## src/rtl/rnd_feed_hpc3_pkg.sv

```systemverilog
// Shared constants, state encoding and width helper for the HPC3 randomness feeder.
package rnd_feed_hpc3_pkg;

   localparam int LFSR_W = 32;

   // Fibonacci taps for x^32 + x^22 + x^2 + x + 1
   localparam int TAP0 = 31;
   localparam int TAP1 = 21;
   localparam int TAP2 = 1;
   localparam int TAP3 = 0;

   localparam logic [LFSR_W-1:0] LFSR_SUBST = 32'h0000_0001;

   typedef enum logic [1:0] {
      IDLE,
      SEED,
      WARMUP,
      RUN
   } state_t;

   function automatic int calc_rw(input int d, input int n);
      return n * d * (d + 1);
   endfunction

endpackage

```

## src/rtl/rnd_feed_hpc3_lfsr32_step.sv

```systemverilog
// One 32-bit Fibonacci LFSR: load (zero replaced by LFSR_SUBST) beats step beats hold.
// o_bit is the current MSB, i.e. the bit consumed by the step about to happen.
module lfsr32_step
   import rnd_feed_hpc3_pkg::*;
(
   input  logic              clk,
   input  logic              rst,
   input  logic              i_load,
   input  logic [LFSR_W-1:0] i_seed,
   input  logic              i_step,
   output logic              o_bit
);

   logic [LFSR_W-1:0] r_state;
   logic              w_fb;

   assign w_fb  = r_state[TAP0] ^ r_state[TAP1] ^ r_state[TAP2] ^ r_state[TAP3];
   assign o_bit = r_state[LFSR_W-1];

   always_ff @(posedge clk) begin
      if (rst) begin
         r_state <= '0;
      end else if (i_load) begin
         r_state <= (i_seed == '0) ? LFSR_SUBST : i_seed;
      end else if (i_step) begin
         r_state <= {r_state[LFSR_W-2:0], w_fb};
      end
   end

endmodule

```

## src/rtl/rnd_feed_hpc3.sv

```systemverilog
// Per-bit LFSR randomness for HPC3 gadgets; rnd/rnd_valid registered, visible the cycle after en=1, en=0 stalls.
// Serial seeding via seed_valid/seed_ready (not ready during warmup); RND_FEED_FORCE_ZERO_EN ties rnd to zero.
module rnd_feed_hpc3
   import rnd_feed_hpc3_pkg::*;
#(
   parameter  int security_order = 1,
   parameter  int n_gadgets      = 1,
   parameter  int warmup         = 32,
   localparam int RW             = calc_rw(security_order, n_gadgets)
) (
   input  logic              clk,
   input  logic              rst,
   input  logic [LFSR_W-1:0] seed,
   input  logic              seed_valid,
   output logic              seed_ready,
   input  logic              en,
   output logic [RW-1:0]     rnd,
   output logic              rnd_valid
);

   localparam int     IDX_W         = $clog2(RW + 1);
   localparam int     WC_W          = (warmup > 1) ? $clog2(warmup) : 1;
   localparam state_t ST_AFTER_SEED = (warmup == 0) ? RUN : WARMUP;

   state_t           r_state, w_state_nxt;
   logic [IDX_W-1:0] r_idx, w_idx_nxt, w_load_idx;
   logic [WC_W-1:0]  r_wcnt, w_wcnt_nxt;
   logic [RW-1:0]    r_rnd, w_bits, w_load;
   logic             r_rnd_valid;
   logic             w_xfer, w_last, w_step;

   assign seed_ready = !rst && (r_state != WARMUP);
   assign w_xfer     = seed_valid && seed_ready;

   // Outside SEED every accepted word restarts the bank at LFSR 0
   assign w_load_idx = (r_state == SEED) ? r_idx : '0;
   assign w_last     = (w_load_idx == IDX_W'(RW - 1));
   assign w_step     = (r_state == WARMUP) || ((r_state == RUN) && en && !w_xfer);

   always_comb begin
      w_load = '0;
      for (int i = 0; i < RW; i++) begin
         w_load[i] = w_xfer && (w_load_idx == IDX_W'(i));
      end
   end

   always_comb begin
      w_state_nxt = r_state;
      w_idx_nxt   = r_idx;
      w_wcnt_nxt  = r_wcnt;
      case (r_state)
         IDLE, SEED, RUN: begin
            if (w_xfer) begin
               w_idx_nxt   = w_load_idx + 1'b1;
               w_wcnt_nxt  = '0;
               w_state_nxt = w_last ? ST_AFTER_SEED : SEED;
            end
         end
         WARMUP: begin
            w_wcnt_nxt = r_wcnt + 1'b1;
            if (r_wcnt == WC_W'(warmup - 1)) begin
               w_state_nxt = RUN;
            end
         end
         default: w_state_nxt = IDLE;
      endcase
   end

   always_ff @(posedge clk) begin
      if (rst) begin
         r_state <= IDLE;
         r_idx   <= '0;
         r_wcnt  <= '0;
      end else begin
         r_state <= w_state_nxt;
         r_idx   <= w_idx_nxt;
         r_wcnt  <= w_wcnt_nxt;
      end
   end

   for (genvar g = 0; g < RW; g++) begin : g_lfsr
      lfsr32_step u_lfsr (
         .clk    (clk),
         .rst    (rst),
         .i_load (w_load[g]),
         .i_seed (seed),
         .i_step (w_step),
         .o_bit  (w_bits[g])
      );
   end

   // rnd_valid only ever leaves 0 in RUN, and RUN is only left by a reseed or reset
   always_ff @(posedge clk) begin
      if (rst) begin
         r_rnd       <= '0;
         r_rnd_valid <= 1'b0;
      end else if ((r_state == RUN) && w_xfer) begin
         r_rnd       <= '0;
         r_rnd_valid <= 1'b0;
      end else if ((r_state == RUN) && en) begin
         r_rnd       <= w_bits;
         r_rnd_valid <= 1'b1;
      end
   end

`ifdef RND_FEED_FORCE_ZERO_EN
   assign rnd = '0;
`else
   assign rnd = r_rnd;
`endif
   assign rnd_valid = r_rnd_valid;

endmodule

```

## config.mk

```make
export PLATFORM = sky130hd
export DESIGN_NAME = rnd_feed_hpc3
export DESIGN_NICKNAME = d
export VERILOG_FILES = /design/src/rtl/rnd_feed_hpc3_pkg.sv /design/src/rtl/rnd_feed_hpc3_lfsr32_step.sv /design/src/rtl/rnd_feed_hpc3.sv
export SDC_FILE = /design/constraint.sdc
export NUM_CORES = 1
export LEC_CHECK = 0
export BUFFER_PORTS_ARGS = -buffer_cell sky130_fd_sc_hd__clkbuf_2
export CAP_MARGIN = 5
export CORE_UTILIZATION = 58
export CTS_BUF_LIST = sky130_fd_sc_hd__clkbuf_16
export CTS_CLUSTER_SIZE = 25
export DETAILED_ROUTE_END_ITERATION = 12
export HOLD_SLACK_MARGIN = 0.06
export PLACE_DENSITY = 0.9
export SLEW_MARGIN = 10
export SYNTH_ARGS = -nofsm -noshare
export SYNTH_HDL_FRONTEND = slang
export SYNTH_SLANG_ARGS = --single-unit
```

## constraint.sdc

```tcl
create_clock -name clk -period 2.7 [get_ports clk]
set_clock_uncertainty 0.1 [all_clocks]
set_input_delay 0.675 -clock clk [delete_from_list [all_inputs] [get_ports clk]]
set_output_delay 0.675 -clock clk [all_outputs]
set_load 0.01 [all_outputs]
```

After elaboration in Yosys (flattened, before gate mapping) --
Cells that the tools add are included.
Storage, ports and cells: input bits 36, bits in registers 76, word-level logic and storage cells 54
Operators by class: eq/ne operators 8, multiplexer cells 12, reduce and logical (&&, ||, !) cells 19, add/subtract/negate cells 2, bitwise operators 6
Operators with widths (number):
- 32-bit two-way mux | 5
- 32-bit logical NOT | 1
- 5-bit one-hot mux with 2 select lines | 1
- 2-bit two-way mux | 4
- 1-bit logical AND | 7
- 1-bit XOR | 6
- 5-bit by 1-bit adder with 5-bit output, second input constant | 1
- 5-bit == test, second input constant | 1
- 5-bit two-way mux | 1
- 2-bit by 1-bit == test with 1-bit output, second input constant | 2
- 2-bit == test, second input constant | 2
- 2-bit logical NOT | 2
- 2-bit inequality test, second input constant | 2
- 2-bit one-hot mux with 2 select lines | 1
- 2-bit AND reduction | 2
- 2-bit nonzero test | 2
- 3-bit OR reduction | 1
- 2-bit by 1-bit adder with 2-bit output, second input constant | 1
- 1-bit logical NOT | 2
- 2-bit by 1-bit inequality test with 1-bit output, second input constant | 1
- 2-bit OR reduction | 1
- 1-bit logical OR | 1

Longest topological paths before layout --
Gate-level depths: netlist of the first run.
word-level depth 8, mapped depth 11, mapped depth without buffers 8

Modules after synthesis --
From an unflattened synthesis of the first run, not the netlist that was laid out.
Unflattened totals: cells, all modules 441, area total of the unflattened synthesis 3673.5 um2
Modules (own cells, without submodules):
- lfsr32_step | sequential area each 640.6 um2, cells each 186, area an instance 1535.2 um2, instances 2
- rnd_feed_hpc3 | sequential area each 240.2 um2, cells each 69, area an instance 603.1 um2, instances 1

Worst setup path before layout of the first run --
Ideal clock, no wire load.
kind input-to-output, start point in rst, end point out seed_ready, buffers on the path 3, stages on the path 4, path slack 405 ps, arrival 1520 ps, cells stage by stage buf_2 > clkbuf_1 > clkbuf_1 > nor2_1
Between the ends: word-level cells in the longest chain between the ends 2
RTL lines:
- start, declared | RTL line rnd_feed_hpc3.sv:12 | input logic rst,
- 1-bit logical NOT | RTL line rnd_feed_hpc3.sv:32 | assign seed_ready = !rst && (r_state != WARMUP);
- 1-bit logical AND | RTL line rnd_feed_hpc3.sv:32
- end, declared | RTL line rnd_feed_hpc3.sv:15 | output logic seed_ready,
Every way passes these cells.

Worst setup path in the final report of the first run --
start point reg r_state[1], end point reg g_lfsr[1].u_lfsr.r_state[7]
Between the ends: word-level cells in the longest chain between the ends 7
RTL lines:
- start, declared | RTL line rnd_feed_hpc3.sv:25 | state_t r_state, w_state_nxt;
- start signal, assigned | RTL line rnd_feed_hpc3.sv:75 | r_state <= w_state_nxt;
- 2-bit inequality test | RTL line rnd_feed_hpc3.sv:32
- 1-bit logical AND | RTL line rnd_feed_hpc3.sv:32
- 1-bit logical AND | RTL line rnd_feed_hpc3.sv:33 | assign w_xfer = seed_valid && seed_ready;
- 1-bit logical NOT | RTL line rnd_feed_hpc3.sv:38 | assign w_step = (r_state == WARMUP) || ((r_state == RUN) && en && !w_xfer);
- 1-bit logical AND | RTL line rnd_feed_hpc3.sv:38
- 1-bit logical OR | RTL line rnd_feed_hpc3.sv:38
- 2-bit nonzero test (no source line)
- end signal, assigned | RTL line rnd_feed_hpc3_lfsr32_step.sv:24 | r_state <= (i_seed == '0) ? LFSR_SUBST : i_seed;
- end signal, assigned | RTL line rnd_feed_hpc3_lfsr32_step.sv:26 | r_state <= {r_state[LFSR_W-2:0], w_fb};
- end, declared | RTL line rnd_feed_hpc3_lfsr32_step.sv:14 | logic [LFSR_W-1:0] r_state;
Parallel ways exist; a longest one is shown, timed or not. A chain may end at the register's enable or synchronous reset.

==> results.sh, run 1 <==
export IMPL_r2r_start="r_state[1]$_SDFFE_PP0P_"
export IMPL_cts_setup_buffers=0
export IMPL_syn_num_nets=430
export IMPL_fp_dieArea_um2=6180
export IMPL_hold_path_startpoint="rnd_valid$_SDFFE_PP0P_"
export IMPL_critPathKind="reg2reg"
export IMPL_seq_area_frac_synth=0.4469
export IMPL_total_leakage_power_nw=1.400
export IMPL_routed_wirelength_normalized_by_instance_count_um=18.03
export IMPL_die_w_um=78.62
export IMPL_syn_inst=390
export IMPL_finalSetupTns_ns=0
export IMPL_floorplan_io_pins=40
export IMPL_fillerInstances=393
export IMPL_std_cell_rows=27
export IMPL_timing_slew_headroom=0.4902
export IMPL_layout_area_overhead_vs_synth_pct=16.65
export IMPL_dr_pass1_iters=7
export IMPL_htreeDepth=3
export IMPL_cpMaxStageDelayCell="sky130_fd_sc_hd__nor3_4"
export IMPL_ir_drop_mv=0.6093
export IMPL_report_final_slew_viol_count=0
export IMPL_dp_hpwl_um=5166
export IMPL_critPathCaptureType="flip-flop"
export IMPL_clock_tree_root_cell="sky130_fd_sc_hd__clkbuf_16"
export IMPL_cap_viol_max_count=0
export IMPL_critPathTopFamily="simple AND/OR/NAND/NOR gates"
export IMPL_final_hold_worst_slack_ns=0.3484
export IMPL_synth_seq_cells=76
export IMPL_nNetsFinal=451
export IMPL_n_antenna_cell=0
export IMPL_portBuffers=39
export IMPL_worst_path_clk_slew_ns=0.06
export IMPL_worstPathArrival_ns=2.72
export IMPL_max_buffers_root_to_sink=2
export IMPL_antenna_found_initial=0
export IMPL_per_instance_average_area_after_synthesis_um2=8.730
export IMPL_drt_total_wl_um=8781
export IMPL_netlist_cell_type_count=36
export IMPL_worstPathMaxFanout=16
export IMPL_synth_warnings=0
export IMPL_grt_first_pass_wirelength_um=13860
export IMPL_max_freq_mhz=390.0
export IMPL_final_setup_violation_count=0
export IMPL_synth_edf_count=0
export IMPL_cts_sinks=76
export IMPL_worst_path_required_time_ns=2.85
export IMPL_path_cells="nor2b_1, and2_1, ha_1, nand2_1, nor3_4, a22oi_1, a21oi_1"
export IMPL_hold_violations=0
export IMPL_post_route_drc_count=0
export IMPL_tritoncts="done"
export IMPL_rsz0062_at_grt="false"
export IMPL_synth_main_ff_cell="sky130_fd_sc_hd__dfxtp_1"
export IMPL_detail_route_iter0_violations=420
export IMPL_run_status="finished, final reports clean"
export IMPL_cts_buffers=9
export IMPL_ratio_of_cells_with_drive_above_1_in_the_final_layout=0.1807
export IMPL_hp_class="reg2reg"
export IMPL_gpl_final_weighted_congestion=0.7889
export IMPL_globalRoute_totalOverflow=0
export IMPL_clock_latency_ns=0.34
export IMPL_fp_dieH_um=78.62
export IMPL_drtAntennaViolNets=0
export IMPL_final_critical_period_ns=2.564
export IMPL_grt_use_total=0.2889
export IMPL_crit_buf_inv=0
export IMPL_asyncSetResetFlopFracSynth=0
export IMPL_final_period_util=0.9497
export IMPL_first_global_vias=2910
export IMPL_core_region_area_um2=5574
export IMPL_floorplan_initialDensity=0.6108
export IMPL_worst_setup_path_start_kind="flip-flop"
export IMPL_vias=3221
export IMPL_max_stage_delay_ns=0.71
export IMPL_synthesized_area_um2=3405
export IMPL_grt_start_max_net_pins=66
export IMPL_power_density_nw_per_um2=715.1
export IMPL_worstSetupStartpoint="r_state[1]$_SDFFE_PP0P_"
export IMPL_detail_route_vias_per_cell=6.614
export IMPL_worst_slew_pin_transition_ns=0.7622
-- where the power goes --
group | switching, W | leakage [nW] | total [W] | internal [W]
Clock | 0.000454 | 0.177 | 0.00144 | 0.000986
Sequential | 0.0000229 | 0.617 | 0.00118 | 0.00116
Combinational | 0.000139 | 0.607 | 0.000220 | 0.0000802
Total | 0.000616 | 1.40 | 0.00284 | 0.00222
-- final timing paths --
check,cells past startpoint,slack [ns],endpoint
setup / recovery,7,0.14,g_lfsr[1].u_lfsr.r_state[7]$_SDFFE_PP0P_
hold / removal,2,0.35,rnd_valid$_SDFFE_PP0P_
setup reg to reg,7,0.14,g_lfsr[1].u_lfsr.r_state[7]$_SDFFE_PP0P_
hold reg to reg,2,0.35,rnd_valid$_SDFFE_PP0P_
-- per-stage QoR --
step                      std cells  instance area, um^2    util  total power, W  setup WS, ns
after floorplan                 390                 3405       -        0.001337        0.4051
after global placement          471                 3596  0.6451        0.001407        0.1738
after detailed placement        471                 3596  0.6451        0.001415        0.1103
after CTS                       486                 3950  0.7086        0.002843      0.001766
after global routing            487                 3971  0.7125        0.002922       0.06296
final                           487                 3971  0.7125        0.002840        0.1358
-- worst reg2reg max path: cells and delay by family (launching register included) --
family          cells  cell delay, ns
simple gates        4            1.32
compound gates      2            0.45
flops               1            0.42
fa+ha+maj           1            0.19
-- cells by family (layout without fill, tap and decap cells) --
kind of cell / count (synthesis) / after routing / synth area share
compound gates: 143 / 143 / 0.2624
simple gates: 117 / 118 / 0.1911
flops: 76 / 76 / 0.4469
buf+inv: 43 / 67 / 0.06542
fa+ha+maj: 4 / 4 / 0.01470
xor+xnor: 4 / 4 / 0.01029
mux: 3 / 3 / 0.009188
-- final cells by class --
class,instances,area [um^2],area share
Multi-Input combinational cell,272,1695,0.4269
Sequential cell,76,1521,0.3831
Timing Repair Buffer,50,302.8,0.07624
Clock buffer,9,225.2,0.05671
Clock inverter,6,128.9,0.03245
Tap cell,72,90.09,0.02268
Inverter,2,7.507,0.001890
-- placed cells by master, fill, tap and decap left out, drive strengths merged, types with 4 or more instances in the layout --
master / instances
nor3: 4
nand2: 9
buf: 11
nor2: 10
clkbuf: 48
nand3: 66
nand3b: 5
dfxtp: 76
a21oi: 72
ha: 4
bufinv: 4
xnor2: 4
nor4: 8
a22oi: 62
-- synthesized netlist by cell type, types with 3 or more instances --
master	n	area (um^2)
sky130_fd_sc_hd__a22oi_1	62	465.5
sky130_fd_sc_hd__buf_2	16	80.08
sky130_fd_sc_hd__nor4_1	8	50.05
sky130_fd_sc_hd__nor3_2	3	30.03
sky130_fd_sc_hd__and3_1	3	18.77
sky130_fd_sc_hd__clkbuf_1	15	56.30
sky130_fd_sc_hd__a211oi_1	3	22.52
sky130_fd_sc_hd__buf_6	5	56.30
sky130_fd_sc_hd__nor2_1	10	37.54
sky130_fd_sc_hd__nand3_1	65	325.3
sky130_fd_sc_hd__nand2_1	9	33.78
sky130_fd_sc_hd__ha_1	4	50.05
sky130_fd_sc_hd__buf_1	4	15.01
sky130_fd_sc_hd__a21oi_1	72	360.4
sky130_fd_sc_hd__xnor2_1	4	35.03
sky130_fd_sc_hd__dfxtp_1	76	1521
sky130_fd_sc_hd__nand3b_1	4	30.03
-- layer usage --
metal | part of all wire | wire (um) | vias up | GRT usage
li1 | - | - | 1513 | -
met1 | 0.41 | 3631 | 1548 | 0.3768
met2 | 0.50 | 4363 | 151 | 0.4652
met3 | 0.078 | 688 | 9 | 0.06395
met4 | 0.011 | 98 | 0 | 0.1074
met5 | 0 | 0 | - | 0
-- flip-flops by register name, summed over array words and instances, names as in the netlist --
| name | count |
|---|---|
| r_idx | 2 |
| rnd | 2 |
| r_wcnt | 5 |
| g_lfsr.u_lfsr.r_state | 64 |
| r_state | 2 |
| rnd_valid | 1 |
-- what timing repair did --
| item | 4_1_cts | 5_1_grt |
|---|---|---|
| gates resized for setup | 0 | 2 |
| hold buffers | 0 | 0 |
| setup endpoints to repair | 0 | 32 |
No activity file was read; power rests on OpenSTA's default activity.
==> inputs of run 2 (changes only) <==
Settings changed: RECOVER_POWER set to 100.
==> results.sh, run 2 (same netlist as run 1, synthesis figures left out) <==
export IMPL_critPathCaptureType="flip-flop"
export IMPL_routed_wirelength_normalized_by_instance_count_um=17.99
export IMPL_critical_path_reg2reg_endpoint="g_lfsr[1].u_lfsr.r_state[7]$_SDFFE_PP0P_"
export IMPL_cts_sinks=76
export IMPL_run_status="finished, final reports clean"
export IMPL_detail_route_iter0_violations=343
export IMPL_n_antenna_cell=0
export IMPL_drtAntennaViolNets=0
export IMPL_hold_path_startpoint="rnd_valid$_SDFFE_PP0P_"
export IMPL_worst_path_required_time_ns=2.86
export IMPL_portBuffers=39
export IMPL_post_route_util=0.7075
export IMPL_final_setup_violation_count=0
export IMPL_fillerInstances=400
export IMPL_clock_latency_ns=0.33
export IMPL_power_density_nw_per_um2=718.5
export IMPL_critPathTopFamily="simple AND/OR/NAND/NOR gates"
export IMPL_layout_area_overhead_vs_synth_pct=15.84
export IMPL_max_stage_delay_ns=0.72
export IMPL_floorplan_initialDensity=0.6108
export IMPL_endpoint_with_the_worst_hold_slack="rnd_valid$_SDFFE_PP0P_"
export IMPL_dr_pass1_iters=6
export IMPL_vias=3257
export IMPL_reg2reg_depth=7
export IMPL_timing_slew_headroom=0.4803
export IMPL_grt_first_pass_wirelength_um=13860
export IMPL_final_period_util=0.9610
export IMPL_worst_setup_path_start_kind="flip-flop"
export IMPL_fp_dieArea_um2=6180
export IMPL_floorplan_io_pins=40
export IMPL_cts_setup_buffers=0
export IMPL_max_freq_mhz=385.4
export IMPL_fp_dieH_um=78.62
export IMPL_finalSetupTns_ns=0
export IMPL_grt_start_max_net_pins=66
export IMPL_nNetsFinal=451
export IMPL_worstPathArrival_ns=2.75
export IMPL_gpl_final_weighted_congestion=0.7889
export IMPL_hold_path_cell_count=2
export IMPL_stdcell_count=487
export IMPL_critPathKind="reg2reg"
export IMPL_ratio_of_cells_with_drive_above_1_in_the_final_layout=0.1663
export IMPL_multi_input_comb_area_um2=1695
export IMPL_worst_path_clk_slew_ns=0.06
export IMPL_ff_latch_area_um2=1521
export IMPL_detailedPlace_worstSlack_ns=0.1103
export IMPL_total_leakage_power_nw=1.371
export IMPL_worstPathMaxFanout=16
export IMPL_mostFrequentLayoutCells="sky130_fd_sc_hd__dfxtp_1, sky130_fd_sc_hd__a21oi_1, sky130_fd_sc_hd__nand3_1"
export IMPL_grt_use_total=0.2889
export IMPL_cpMaxStageDelayCell="sky130_fd_sc_hd__nor3_4"
export IMPL_worst_r2r_setup_slack_ns=0.11
export IMPL_max_flop_register="g_lfsr.u_lfsr.r_state"
export IMPL_hp_class="reg2reg"
export IMPL_clock_tree_root_cell="sky130_fd_sc_hd__clkbuf_16"
export IMPL_worst_slew_pin_transition_ns=0.7771
export IMPL_antenna_found_initial=0
export IMPL_htreeDepth=3
export IMPL_r2r_start="r_state[1]$_SDFFE_PP0P_"
export IMPL_detail_route_vias_per_cell=6.688
export IMPL_number_of_instances_in_the_placed_design=471
export IMPL_final_hold_worst_slack_ns=0.3467
export IMPL_path_cells="nor2b_1, and2_0, ha_1, nand2_1, nor3_4, a22oi_1, a21oi_1"
export IMPL_core_region_area_um2=5574
export IMPL_die_w_um=78.62
export IMPL_final_setup_worst_slack_ns=0.1054
export IMPL_std_cell_rows=27
export IMPL_crit_buf_inv=0
export IMPL_ir_drop_mv=0.6087
export IMPL_hold_violations=0
export IMPL_cts_buffers=9
export IMPL_rsz0062_at_grt="false"
export IMPL_cap_viol_max_count=0
export IMPL_final_critical_period_ns=2.595
export IMPL_globalRoute_totalOverflow=0
export IMPL_drt_total_wl_um=8760
export IMPL_report_final_slew_viol_count=0
export IMPL_tritoncts="done"
export IMPL_first_global_vias=2910
export IMPL_max_buffers_root_to_sink=2
export IMPL_layout_top_registers="g_lfsr.u_lfsr.r_state: 64 flops, r_wcnt: 5 flops"
export IMPL_post_route_drc_count=0
export IMPL_dp_hpwl_um=5166
export IMPL_mostFrequentLayoutCell="sky130_fd_sc_hd__dfxtp_1"
export IMPL_largest_register_ffs=64
==> run 2: cell count changes in the layout (fill, tap and decap cells not counted), sizes merged <==
cell    delta
buf        -2
clkbuf     +2
==> run 2: routing by layer <==
layer	vias up	wire, um	GRT usage
met5	-	0	0
met4	0	138	0.1074
met3	15	618	0.06395
met2	163	4342	0.4652
met1	1567	3660	0.3768
li1	1512	-	-
==> run 2: worst reg2reg max path: stages, from the launching register on <==
cell and delay, ns:
sky130_fd_sc_hd__dfxtp_1 0.42, sky130_fd_sc_hd__nor2b_1 0.20, sky130_fd_sc_hd__and2_0 0.23, sky130_fd_sc_hd__ha_1 0.20, sky130_fd_sc_hd__nand2_1 0.21, sky130_fd_sc_hd__nor3_4 0.73
sky130_fd_sc_hd__a22oi_1 0.26, sky130_fd_sc_hd__a21oi_1 0.18
==> run 2: power breakdown <==
part / switching [W] / internal, W
Sequential: 0.0000229 / 0.00116
Combinational: 0.000139 / 0.0000765
Clock: 0.000451 / 0.000986
==> run 2: timing repair <==
item / in CTS / in global routing
setup endpoints to repair: 0 / 32
gates resized for setup: 0 / 2
hold endpoints to repair: 0 / 0
hold buffers: 0 / 0
==> run 2: final cells by class <==
class	instances	share of cell area
clock buffer	9	0.05711
clock inverter	6	0.03268
inverter	2	0.001904
multi-input combinational	272	0.4299
sequential	76	0.3858
tap	72	0.02284
timing repair buffer	50	0.06980
==> run 2: how the worst max path moves through the flow <==
stage / cells after the start / endpoint / slack (ns) / start
floorplan: 4 / seed_ready / 0.41 / rst
global placement: 5 / g_lfsr[1].u_lfsr.r_state[9]$_SDFFE_PP0P_ / 0.17 / seed_valid
detailed placement: 7 / g_lfsr[1].u_lfsr.r_state[7]$_SDFFE_PP0P_ / 0.11 / r_state[1]$_SDFFE_PP0P_
CTS: 7 / g_lfsr[1].u_lfsr.r_state[15]$_SDFFE_PP0P_ / 0.002 / r_state[1]$_SDFFE_PP0P_
global route: 7 / g_lfsr[1].u_lfsr.r_state[4]$_SDFFE_PP0P_ / 0.01 / r_state[1]$_SDFFE_PP0P_
finish: 7 / g_lfsr[1].u_lfsr.r_state[7]$_SDFFE_PP0P_ / 0.11 / r_state[1]$_SDFFE_PP0P_
==> run 2: per-stage QoR <==
stage / power (W) / instance area, um^2
floorplan: 0.001337 / 3405
global placement: 0.001407 / 3596
detailed placement: 0.001415 / 3596
CTS: 0.002843 / 3950
global route: 0.002918 / 3944
finish: 0.002834 / 3944
